==> src/rtl/pipeline_debug_sequencer.sv <==
// Run/step/halt debug sequencer for the 5-stage MIPS pipeline.
// Gates the PC and pipeline-register enables. When HALT is seen in ID, it drains
// the in-flight instructions. It then serially dumps PC, the register file and
// data memory to the UART TX path over a valid/ready handshake.
//
// Optional feature: define DBG_CYCLE_COUNT_EN to add a saturating 32-bit count
// of pipeline-enabled cycles. Its value is appended as the final dump word.
//
// Ports:
//   i_clk, i_rst_n          clock (rising edge), async active-low reset
//   i_cmd, i_cmd_valid      debug command (00 NOP, 01 RUN, 10 STEP, 11 DUMP)
//   o_cmd_ready             command accepted when valid && ready
//   i_halt_id               HALT opcode decoded in ID
//   i_pc                    current PC, captured at dump start
//   o_pc_en, o_pipe_en      PC / pipeline-register enables
//   o_halted                program finished and pipeline drained (sticky)
//   o_reg_rd_addr/i_reg_rd_data  register-file debug read port (1-cycle latency)
//   o_mem_rd_addr/i_mem_rd_data  data-memory debug read port (1-cycle latency)
//   o_tx_data, o_tx_valid, i_tx_ready  dump word stream
module pipeline_debug_sequencer #(
  parameter int unsigned NB_DATA      = 32,
  parameter int unsigned NB_REG_ADDR  = 5,
  parameter int unsigned N_REGS       = 32,
  parameter int unsigned NB_MEM_ADDR  = 8,
  parameter int unsigned MEM_WORDS    = 32,
  parameter int unsigned DRAIN_CYCLES = 3
) (
  input  logic                   i_clk,
  input  logic                   i_rst_n,
  input  logic [1:0]             i_cmd,
  input  logic                   i_cmd_valid,
  output logic                   o_cmd_ready,
  input  logic                   i_halt_id,
  input  logic [NB_DATA-1:0]     i_pc,
  output logic                   o_pc_en,
  output logic                   o_pipe_en,
  output logic                   o_halted,
  output logic [NB_REG_ADDR-1:0] o_reg_rd_addr,
  input  logic [NB_DATA-1:0]     i_reg_rd_data,
  output logic [NB_MEM_ADDR-1:0] o_mem_rd_addr,
  input  logic [NB_DATA-1:0]     i_mem_rd_data,
  output logic [NB_DATA-1:0]     o_tx_data,
  output logic                   o_tx_valid,
  input  logic                   i_tx_ready
);

`ifdef DBG_CYCLE_COUNT_EN
  localparam int unsigned N_CNT_WORDS = 1;
`else
  localparam int unsigned N_CNT_WORDS = 0;
`endif
  localparam int unsigned N_WORDS  = 1 + N_REGS + MEM_WORDS + N_CNT_WORDS;
  localparam int unsigned NB_IDX   = $clog2(N_WORDS + 1);
  localparam int unsigned NB_DRAIN = (DRAIN_CYCLES > 1) ? $clog2(DRAIN_CYCLES) : 1;

  // Dump index map: 0 = PC, 1..N_REGS = registers, then memory, then counter.
  localparam logic [NB_IDX-1:0]   IDX_REG_LAST = NB_IDX'(N_REGS);
  localparam logic [NB_IDX-1:0]   IDX_MEM_LAST = NB_IDX'(N_REGS + MEM_WORDS);
  localparam logic [NB_IDX-1:0]   IDX_LAST     = NB_IDX'(N_WORDS - 1);
  localparam logic [NB_DRAIN-1:0] DRAIN_LOAD   = NB_DRAIN'(DRAIN_CYCLES - 1);

  localparam logic [1:0] CMD_RUN  = 2'b01;
  localparam logic [1:0] CMD_STEP = 2'b10;
  localparam logic [1:0] CMD_DUMP = 2'b11;

  typedef enum logic [2:0] {
    S_IDLE,
    S_RUN,
    S_STEP,
    S_DRAIN,
    S_HALTED,
    S_DUMP_ADDR,
    S_DUMP_WAIT,
    S_DUMP_SEND
  } state_e;

  state_e                 state_q, state_d;
  logic                   ret_halted_q, ret_halted_d;
  logic [NB_DRAIN-1:0]    drain_cnt_q, drain_cnt_d;
  logic [NB_IDX-1:0]      idx_q, idx_d;
  logic [NB_DATA-1:0]     pc_cap_q, pc_cap_d;
  logic [NB_DATA-1:0]     tx_data_q, tx_data_d;
  logic                   tx_valid_q, tx_valid_d;
  logic                   pc_en_q, pc_en_d;
  logic                   pipe_en_q, pipe_en_d;
  logic                   halted_q, halted_d;
  logic                   cmd_ready_q, cmd_ready_d;
  logic [NB_REG_ADDR-1:0] reg_addr_q, reg_addr_d;
  logic [NB_MEM_ADDR-1:0] mem_addr_q, mem_addr_d;
  logic                   cmd_fire;

`ifdef DBG_CYCLE_COUNT_EN
  logic [31:0] cycle_cnt_q, cycle_cnt_d;

  // Saturating count of cycles with the pipeline enabled.
  always_comb begin
    cycle_cnt_d = cycle_cnt_q;
    if (pipe_en_q && (cycle_cnt_q != 32'hFFFF_FFFF)) begin
      cycle_cnt_d = cycle_cnt_q + 32'd1;
    end
  end

  always_ff @(posedge i_clk or negedge i_rst_n) begin
    if (!i_rst_n) begin
      cycle_cnt_q <= 32'd0;
    end else begin
      cycle_cnt_q <= cycle_cnt_d;
    end
  end
`endif

  assign cmd_fire = i_cmd_valid && cmd_ready_q;

  // Next-state logic. Outputs are derived from the next state so that the
  // registered outputs line up with the state they describe.
  always_comb begin
    state_d      = state_q;
    ret_halted_d = ret_halted_q;
    drain_cnt_d  = drain_cnt_q;
    idx_d        = idx_q;
    pc_cap_d     = pc_cap_q;
    tx_data_d    = tx_data_q;
    tx_valid_d   = tx_valid_q;
    reg_addr_d   = '0;
    mem_addr_d   = '0;

    case (state_q)
      S_IDLE: begin
        if (cmd_fire) begin
          case (i_cmd)
            CMD_RUN:  state_d = S_RUN;
            CMD_STEP: state_d = S_STEP;
            CMD_DUMP: begin
              state_d      = S_DUMP_ADDR;
              ret_halted_d = 1'b0;
              idx_d        = '0;
              pc_cap_d     = i_pc;
            end
            default: state_d = S_IDLE;
          endcase
        end
      end
      S_RUN: begin
        if (i_halt_id) begin
          state_d     = S_DRAIN;
          drain_cnt_d = DRAIN_LOAD;
        end
      end
      S_STEP: begin
        if (i_halt_id) begin
          state_d     = S_DRAIN;
          drain_cnt_d = DRAIN_LOAD;
        end else begin
          state_d = S_IDLE;
        end
      end
      S_DRAIN: begin
        if (drain_cnt_q == '0) begin
          state_d = S_HALTED;
        end else begin
          drain_cnt_d = drain_cnt_q - NB_DRAIN'(1);
        end
      end
      S_HALTED: begin
        // RUN/STEP/NOP are accepted here but have no effect.
        if (cmd_fire && (i_cmd == CMD_DUMP)) begin
          state_d      = S_DUMP_ADDR;
          ret_halted_d = 1'b1;
          idx_d        = '0;
          pc_cap_d     = i_pc;
        end
      end
      S_DUMP_ADDR: begin
        state_d = S_DUMP_WAIT;
      end
      S_DUMP_WAIT: begin
        // Read data for the address driven in DUMP_ADDR is valid now.
        tx_data_d = i_mem_rd_data;
        if (idx_q == '0) begin
          tx_data_d = pc_cap_q;
        end else if (idx_q <= IDX_REG_LAST) begin
          tx_data_d = i_reg_rd_data;
        end
`ifdef DBG_CYCLE_COUNT_EN
        else if (idx_q > IDX_MEM_LAST) begin
          tx_data_d = NB_DATA'(cycle_cnt_q);
        end
`endif
        tx_valid_d = 1'b1;
        state_d    = S_DUMP_SEND;
      end
      S_DUMP_SEND: begin
        if (i_tx_ready) begin
          tx_valid_d = 1'b0;
          if (idx_q == IDX_LAST) begin
            idx_d   = '0;
            state_d = ret_halted_q ? S_HALTED : S_IDLE;
          end else begin
            idx_d   = idx_q + NB_IDX'(1);
            state_d = S_DUMP_ADDR;
          end
        end
      end
      default: state_d = S_IDLE;
    endcase

    // Read addresses are held across DUMP_ADDR and DUMP_WAIT only.
    if ((state_d == S_DUMP_ADDR) || (state_d == S_DUMP_WAIT)) begin
      if ((idx_d >= NB_IDX'(1)) && (idx_d <= IDX_REG_LAST)) begin
        reg_addr_d = NB_REG_ADDR'(idx_d - NB_IDX'(1));
      end else if ((idx_d > IDX_REG_LAST) && (idx_d <= IDX_MEM_LAST)) begin
        mem_addr_d = NB_MEM_ADDR'(idx_d - IDX_REG_LAST - NB_IDX'(1));
      end
    end

    pc_en_d     = (state_d == S_RUN) || (state_d == S_STEP);
    pipe_en_d   = (state_d == S_RUN) || (state_d == S_STEP) || (state_d == S_DRAIN);
    cmd_ready_d = (state_d == S_IDLE) || (state_d == S_HALTED);
    halted_d    = halted_q || (state_d == S_HALTED);
  end

  // State and output registers.
  always_ff @(posedge i_clk or negedge i_rst_n) begin
    if (!i_rst_n) begin
      state_q      <= S_IDLE;
      ret_halted_q <= 1'b0;
      drain_cnt_q  <= '0;
      idx_q        <= '0;
      pc_cap_q     <= '0;
      tx_data_q    <= '0;
      tx_valid_q   <= 1'b0;
      pc_en_q      <= 1'b0;
      pipe_en_q    <= 1'b0;
      halted_q     <= 1'b0;
      cmd_ready_q  <= 1'b1;
      reg_addr_q   <= '0;
      mem_addr_q   <= '0;
    end else begin
      state_q      <= state_d;
      ret_halted_q <= ret_halted_d;
      drain_cnt_q  <= drain_cnt_d;
      idx_q        <= idx_d;
      pc_cap_q     <= pc_cap_d;
      tx_data_q    <= tx_data_d;
      tx_valid_q   <= tx_valid_d;
      pc_en_q      <= pc_en_d;
      pipe_en_q    <= pipe_en_d;
      halted_q     <= halted_d;
      cmd_ready_q  <= cmd_ready_d;
      reg_addr_q   <= reg_addr_d;
      mem_addr_q   <= mem_addr_d;
    end
  end

  assign o_cmd_ready   = cmd_ready_q;
  assign o_pc_en       = pc_en_q;
  assign o_pipe_en     = pipe_en_q;
  assign o_halted      = halted_q;
  assign o_reg_rd_addr = reg_addr_q;
  assign o_mem_rd_addr = mem_addr_q;
  assign o_tx_data     = tx_data_q;
  assign o_tx_valid    = tx_valid_q;

endmodule

==> config.mk <==
export PLATFORM = sky130hd
export DESIGN_NAME = pipeline_debug_sequencer
export DESIGN_NICKNAME = d
export VERILOG_FILES = /design/src/rtl/pipeline_debug_sequencer.sv
export SDC_FILE = /design/constraint.sdc
export NUM_CORES = 1
export LEC_CHECK = 0
export ABC_CLOCK_PERIOD_IN_PS = 2500
export CELL_PAD_IN_SITES_DETAIL_PLACEMENT = 0
export CELL_PAD_IN_SITES_GLOBAL_PLACEMENT = 1
export CORE_UTILIZATION = 30
export DETAILED_ROUTE_END_ITERATION = 7
export PLACE_DENSITY = 0.82
export SLEW_MARGIN = 15
export SYNTH_ARGS = -nofsm -noshare
export SYNTH_HDL_FRONTEND = slang
export SYNTH_SLANG_ARGS = --single-unit
==> constraint.sdc <==
create_clock -name i_clk -period 2.5 [get_ports i_clk]
set_input_delay 0.5 -clock i_clk [delete_from_list [all_inputs] [get_ports i_clk]]
set_output_delay 0.5 -clock i_clk [all_outputs]
set_load 0.05 [all_outputs]
==> results.json, run 1 <==
{
  "core_area_sq_mm": 0.01515,
  "synthArstFlopShare_pct": 100.0,
  "p_switching_w": 0.003382,
  "crit_path_top_delay_cell": "clkdlybuf4s50_1",
  "clock_sinks": 95,
  "grt_overflow": 0,
  "finalPower_w": 0.007954,
  "nNetsFinal": 814,
  "ys_ff_latch": 95,
  "synthAdderAreaFrac_pct": 1.351,
  "synth_edf_count": 0,
  "synthXorXnorAreaFrac_pct": 1.324,
  "hpwl_um": 9561,
  "yosysSeqAreaShare_pct": 51.35,
  "yosysTopAreaCell": "dfrtp_1",
  "area_delta_synth_final_pct": 55.00,
  "tightestPinTransition_ns": 0.6083,
  "cts_root_buf": "clkbuf_16",
  "drive_above_1_share_pct": 14.65,
  "crit_type": "in2reg",
  "drc_errors": 0,
  "cts_made_buffers": 9,
  "grt_pass1_wl_um": 21210,
  "wl_per_cell_um": 14.93,
  "synthMuxAreaShare_pct": 6.915,
  "postSynthAreaPerCell_sq_um": 8.873,
  "status": "completed",
  "crit_path_start_kind": "primary input",
  "skew_ns": 0.006260,
  "fmax_ghz": 0.4103,
  "clk_pin_slew_ns": 0.06,
  "peakVddDrop_v": 0.0006784,
  "synth_cells": 522,
  "crit_top_cell": "and3_4",
  "cts_tree": "yes",
  "final_cells": 898,
  "internal-power_w": 0.004573,
  "grt_pass1_vias": 4343,
  "dp.cells": 874,
  "grt_max_degree": 66,
  "synthTopCellsByArea": "dfrtp_1 51%, nand2_1 11%, mux2i_1 6.9%",
  "dp_slack_ns": -0.3701,
  "cp_max_fo": 4,
  "fin_ws_ns": 0.06277,
  "place.gp.congestion": 0.8410,
  "cp_data_arrival_time_ns": 2.70,
  "leakage_nw": 3.467,
  "synth-compound-area-share_pct": 12.70,
  "via_count": 4365,
  "maxSlewViolCount": 0,
  "die_x_um": 126.3,
  "min_period_ns": 2.437,
  "finalSetupTns_ns": 0,
  "antenna_found_initial": 0,
  "path_cells": "clkdlybuf4s50_1, and3_4, and3_4, nor2_2, a22o_1, inv_1, ha_2, nand2_1, or4b_1, a211oi_2",
  "clock_power_share_pct": 18.4,
  "clk_latency_ns": 0.34,
  "start_util_pct": 30.58,
  "end_kind": "flop",
  "htree_levels": 3,
  "combPwrFrac_pct": 52.8,
  "synth_simple_gate_area_share_pct": 22.39,
  "die_y_um": 126.3,
  "n_antenna_cell": 0,
  "drtAntennaViolNets": 0,
  "swShare_pct": 42.51,
  "max-cap-violations": 0,
  "drt_wl_total_um": 13410,
  "hold_viol_final": 0,
  "synth_nets": 630,
  "hp-class": "in2async",
  "synth_cell_types": 52,
  "yosys_most_used_dff": "dfrtp_1",
  "routed_via_density": 4.861,
  "pin_count": 153,
  "period_share_pct": 97.49,
  "finalSetupViolCount": 0,
  "die-area_sq_mm": 0.01594,
  "yosysWarnings": 0,
  "worst-path-buf-inv": 2,
  "drt_pass1_iterations": 4,
  "critical-path-top-delay-family": "simple AND/OR/NAND/NOR gates",
  "num_rows": 45,
  "power_density_mw_per_mm2": 1108,
  "yosysTopAreaCellShare_pct": 50.78,
  "holdBufCountCts": 0,
  "grt_usage_pct": 17.00,
  "port_buffers": 152,
  "drt_iter0_drc": 221,
  "clock_path_buffers": 2,
  "p_seq_share_pct": 28.9,
  "synth_area_sq_mm": 0.004632,
  "cp_data_required_time_ns": 2.76,
  "synth_top_family_by_area": "simple AND/OR/NAND/NOR gates",
  "max_stage_delay_ns": 0.49,
  "maxSlewHeadroom_pct": 59.44
}
[power groups by stage]
stage / combinational [W] / sequential, W / clock (W)
2_1_floorplan: 0.00165 / 0.00315 / 0
3_3_place_gp: 0.00394 / 0.00230 / 0
3_5_place_dp: 0.00402 / 0.00232 / 0
4_1_cts: 0.00409 / 0.00229 / 0.00150
5_1_grt: 0.00457 / 0.00236 / 0.00156
6_report: 0.00420 / 0.00230 / 0.00146
[cells in the mapped netlist, drive strengths merged (4+ instances only)]
cell type,instances
dfrtp,94
nor2,52
xor2,4
a31oi,5
buf,6
inv,11
nand2,140
a21oi,42
ha,5
o21ai,39
nor3,11
mux2i,32
and3,5
nand3,8
clkbuf,25
[flip-flops by register name, summed over array words and instances, names as in the netlist]
name and cells:
o_tx_data 32, pc_cap_q 32, o_mem_rd_addr 8, idx_q 7, o_reg_rd_addr 5, state_q 3, drain_cnt_q 2, o_cmd_ready 1
o_halted 1, o_pc_en 1, o_pipe_en 1, o_tx_valid 1, ret_halted_q 1
[final timing paths]
check | slack (ns) | end | from | depth (start not counted)
max | 0.06 | o_mem_rd_addr[5] | i_cmd[1] | 10
min | 0.16 | o_tx_data[18] | i_rst_n | 1
max reg2reg | 0.07 | o_mem_rd_addr[5] | idx_q[0] | 11
min reg2reg | 0.46 | o_halted | o_halted | 1
max in group asynchronous | 1.64 | o_tx_data[14] | i_rst_n | 2
min in group i_clk | 0.46 | o_halted | o_halted | 1
[layer usage]
layer	wire length, um	track usage (%)
met5	0	0
met4	176	6.166
met3	830	3.483
met2	6607	29.87
met1	5794	20.53
[cells in the final DEF, fill, tap and decap left out, drive strengths merged, types with 2 or more instances in the layout]
cell | synthesis | routed
clkdlybuf4s50 | 0 | 150
nand2 | 140 | 140
dfrtp | 94 | 94
nor2 | 52 | 52
buf | 6 | 52
a21oi | 42 | 42
o21ai | 39 | 39
mux2i | 32 | 32
clkbuf | 25 | 12
inv | 11 | 11
nor3 | 11 | 11
nand3 | 8 | 8
a31oi | 5 | 5
and3 | 5 | 5
ha | 5 | 5
xor2 | 4 | 4
nand4 | 3 | 3
nand3b | 3 | 3
xnor2 | 3 | 3
a211oi | 3 | 3
nor2b | 2 | 2
and4 | 2 | 2
a22o | 2 | 2
nand2b | 2 | 2
and2 | 2 | 2
bufinv | 0 | 2
a221oi | 2 | 2
or4b | 2 | 2
[layout make-up]
type | count | area (sq um)
clock inverter | 3 | 67.56
fill | 1409 | 7966
multi-input combinational | 385 | 2200
sequential | 95 | 2379
timing repair buffer | 204 | 2011
inverter | 11 | 41.29
clock buffer | 12 | 246.5
tap | 188 | 235.2
[logic make-up (layout without fill, tap and decap cells)]
family          Yosys count  in the layout
simple gates            237            237
other cells               1              1
compound gates          103            103
flops                    95             95
buf+inv                  42            230
mux                      32             32
fa+ha+maj                 5              5
xor+xnor                  7              7
[stage by stage]
| stage | area (sq um) | util (%) | hold slack, ns |
|---|---|---|---|
| finish | 7179 | 47.40 | 0.1628 |
| global route | 7179 | 47.40 | 0.2056 |
| CTS | 7061 | 46.62 | 0.1876 |
| detailed placement | 6640 | 43.84 | 0.4474 |
| global placement | 6640 | 43.84 | 0.4433 |
| floorplan | 4652 | - | 0.2044 |
[what timing repair did]
action                                  CTS  global route
gates resized for setup                   7            21
gates cloned                              2             0
endpoints found under the setup margin   16            38
pin swaps                                 2             7
buffers inserted                          2             5
Power figures use the tool's default switching activity.
==> run 2, diff against run 1 <==
- CORE_UTILIZATION: 30 -> 42
- DONT_BUFFER_PORTS: unset -> 1
- REMOVE_ABC_BUFFERS: unset -> 1
==> results.json, run 2 (synthesis results as in run 1) <==
{
  "power_density_mw_per_mm2": 1275,
  "die_y_um": 107.0,
  "fillers": 1002,
  "grt_overflow": 0,
  "grt_pass1_vias": 3566,
  "drtAntennaViolNets": 0,
  "cp_data_arrival_time_ns": 2.60,
  "clk_latency_ns": 0.35,
  "violations": "hold timing",
  "hpwl_um": 7185,
  "hp-class": "in2async",
  "mostFrequentLayoutCells": "138 x nand2_1, 94 x dfrtp_1, 52 x nor2_1",
  "worst-path-buf-inv": 1,
  "drt_iter0_drc": 234,
  "grt_pass1_wl_um": 17330,
  "hold_viol_final": 94,
  "maxSlewHeadroom_pct": 51.93,
  "htree_levels": 3,
  "drt_pass1_iterations": 5,
  "via_count": 3638,
  "grt_busiest_layer": "met2",
  "crit_path_top_delay_cell": "or4_4",
  "num_rows": 37,
  "end_kind": "flop",
  "max-cap-violations": 0,
  "drc_errors": 0,
  "routed_via_density": 5.398,
  "wl_per_cell_um": 15.90,
  "fin_ws_ns": 0.1281,
  "max_stage_delay_ns": 0.49,
  "place.gp.congestion": 0.8851,
  "tightestPinTransition_ns": 0.7210,
  "grt_max_degree": 96,
  "maxSlewViolCount": 0,
  "met3_usage_pct": 5.471,
  "cts_made_buffers": 9,
  "critical-path-top-delay-family": "simple AND/OR/NAND/NOR gates",
  "holdWs_ns": -0.1724,
  "die-area_sq_mm": 0.01145,
  "leakage_nw": 2.721,
  "crit_path_start_kind": "flop",
  "final_common_cell": "nand2_1",
  "start_util_pct": 44.08,
  "fmax_ghz": 0.4216,
  "met1_usage_pct": 24.24,
  "peakVddDrop_v": 0.0008033,
  "skew_ns": 0.01136,
  "port_buffers": 0,
  "drt_wl_total_um": 10720,
  "dp_slack_ns": 0.04915,
  "n_antenna_cell": 0,
  "period_share_pct": 94.88,
  "clock_path_buffers": 2,
  "status": "complete, but fails checks",
  "clock_sinks": 95,
  "finalSetupViolCount": 0,
  "core_area_sq_mm": 0.01051,
  "antenna_found_initial": 0,
  "crit_type": "reg2reg",
  "min_period_ns": 2.372,
  "pin_count": 153,
  "cp_data_required_time_ns": 2.73,
  "nNetsFinal": 641,
  "grt_usage_pct": 19.14,
  "drive_above_1_share_pct": 14.68,
  "cts_tree": "yes",
  "grtUsageMet2_pct": 31.80,
  "cp_max_fo": 5,
  "area_delta_synth_final_pct": 13.45,
  "cts_root_buf": "clkbuf_8",
  "die_x_um": 107.0,
  "fin_util_pct": 50.01,
  "path_cells": "inv_2, ha_4, nor4b_4, nand2_2, a211o_1, a21bo_2, or4_4, nand4b_4, nor2_1",
  "clk_pin_slew_ns": 0.10
}
run 2: cell types whose count changed in the layout (fill, tap and decap cells not counted), sizes merged:
cell           change
buf               -21
bufbuf             -1
bufinv             -1
clkbuf             -3
clkdlybuf4s50    -150
clkinv             +2
clkinvlp           +2
dlymetal6s2s       -1
inv                +1
run 2: path summary, 6_finish.rpt:
check                                 start               end  slack (ns)  depth (start not counted)
worst min-delay path                i_rst_n     o_tx_data[19]       -0.17                          0
worst min register to register  pc_cap_q[2]       pc_cap_q[2]        0.48                          2
worst max register to register     idx_q[0]  o_reg_rd_addr[2]        0.13                          9
worst max-delay path               idx_q[0]  o_reg_rd_addr[2]        0.13                          9
min in group i_clk                 i_pc[25]      pc_cap_q[25]        0.25                          2
max in group asynchronous           i_rst_n       o_cmd_ready        2.46                          0
run 2: worst register-to-register path: stages, from the launching register on:
cell and delay (ns):
dfrtp_1 0.40, inv_2 0.08, ha_4 0.12, nor4b_4 0.28, nand2_2 0.13, a211o_1 0.31, a21bo_2 0.23, or4_4 0.49
nand4b_4 0.14, nor2_1 0.07
run 2: cell type report:
type,count,area [sq um],share of cell area [%]
flip-flops and latches,95,2379,45.26
multi-input cells,385,2187,41.62
repair buffers,31,282.8,5.381
well taps,136,170.2,3.238
clock buffers,9,123.9,2.357
clock inverters,7,71.32,1.357
inverters,11,41.29,0.7857
run 2: timing repair:
action,in CTS,in global routing
hold endpoints to repair,95,95
setup buffers,0,1
resized for setup,0,22
setup endpoints to repair,0,28
run 2: power by group:
part           internal [W]  leakage (nW)  switching [W]
Combinational       0.00105          1.38        0.00146
Clock              0.000463        0.0916       0.000551
Sequential          0.00201          1.25        0.00117
run 2: per-stage QoR:
stage | instances | setup TNS [ns] | power (W) | hold WS [ns] | area, sq um
6_report | 674 | 0 | 0.006698 | -0.1724 | 5255
5_1_grt | 674 | -0.02543 | 0.007199 | -0.2062 | 5255
2_1_floorplan | 491 | -41.44 | 0.004688 | 0.2044 | 4493
3_3_place_gp | 657 | 0 | 0.005427 | 0.2062 | 4952
4_1_cts | 673 | 0 | 0.006534 | -0.1941 | 5147
3_5_place_dp | 657 | 0 | 0.005507 | 0.2062 | 4952
run 2: routing by layer:
| layer | part of all wire (%) | vias to the layer above |
|---|---|---|
| met3 | 6.9 | 12 |
| met5 | 0 | - |
| met1 | 43 | 1740 |
| met2 | 49 | 105 |
| met4 | 1.3 | 0 |
| li1 | - | 1781 |
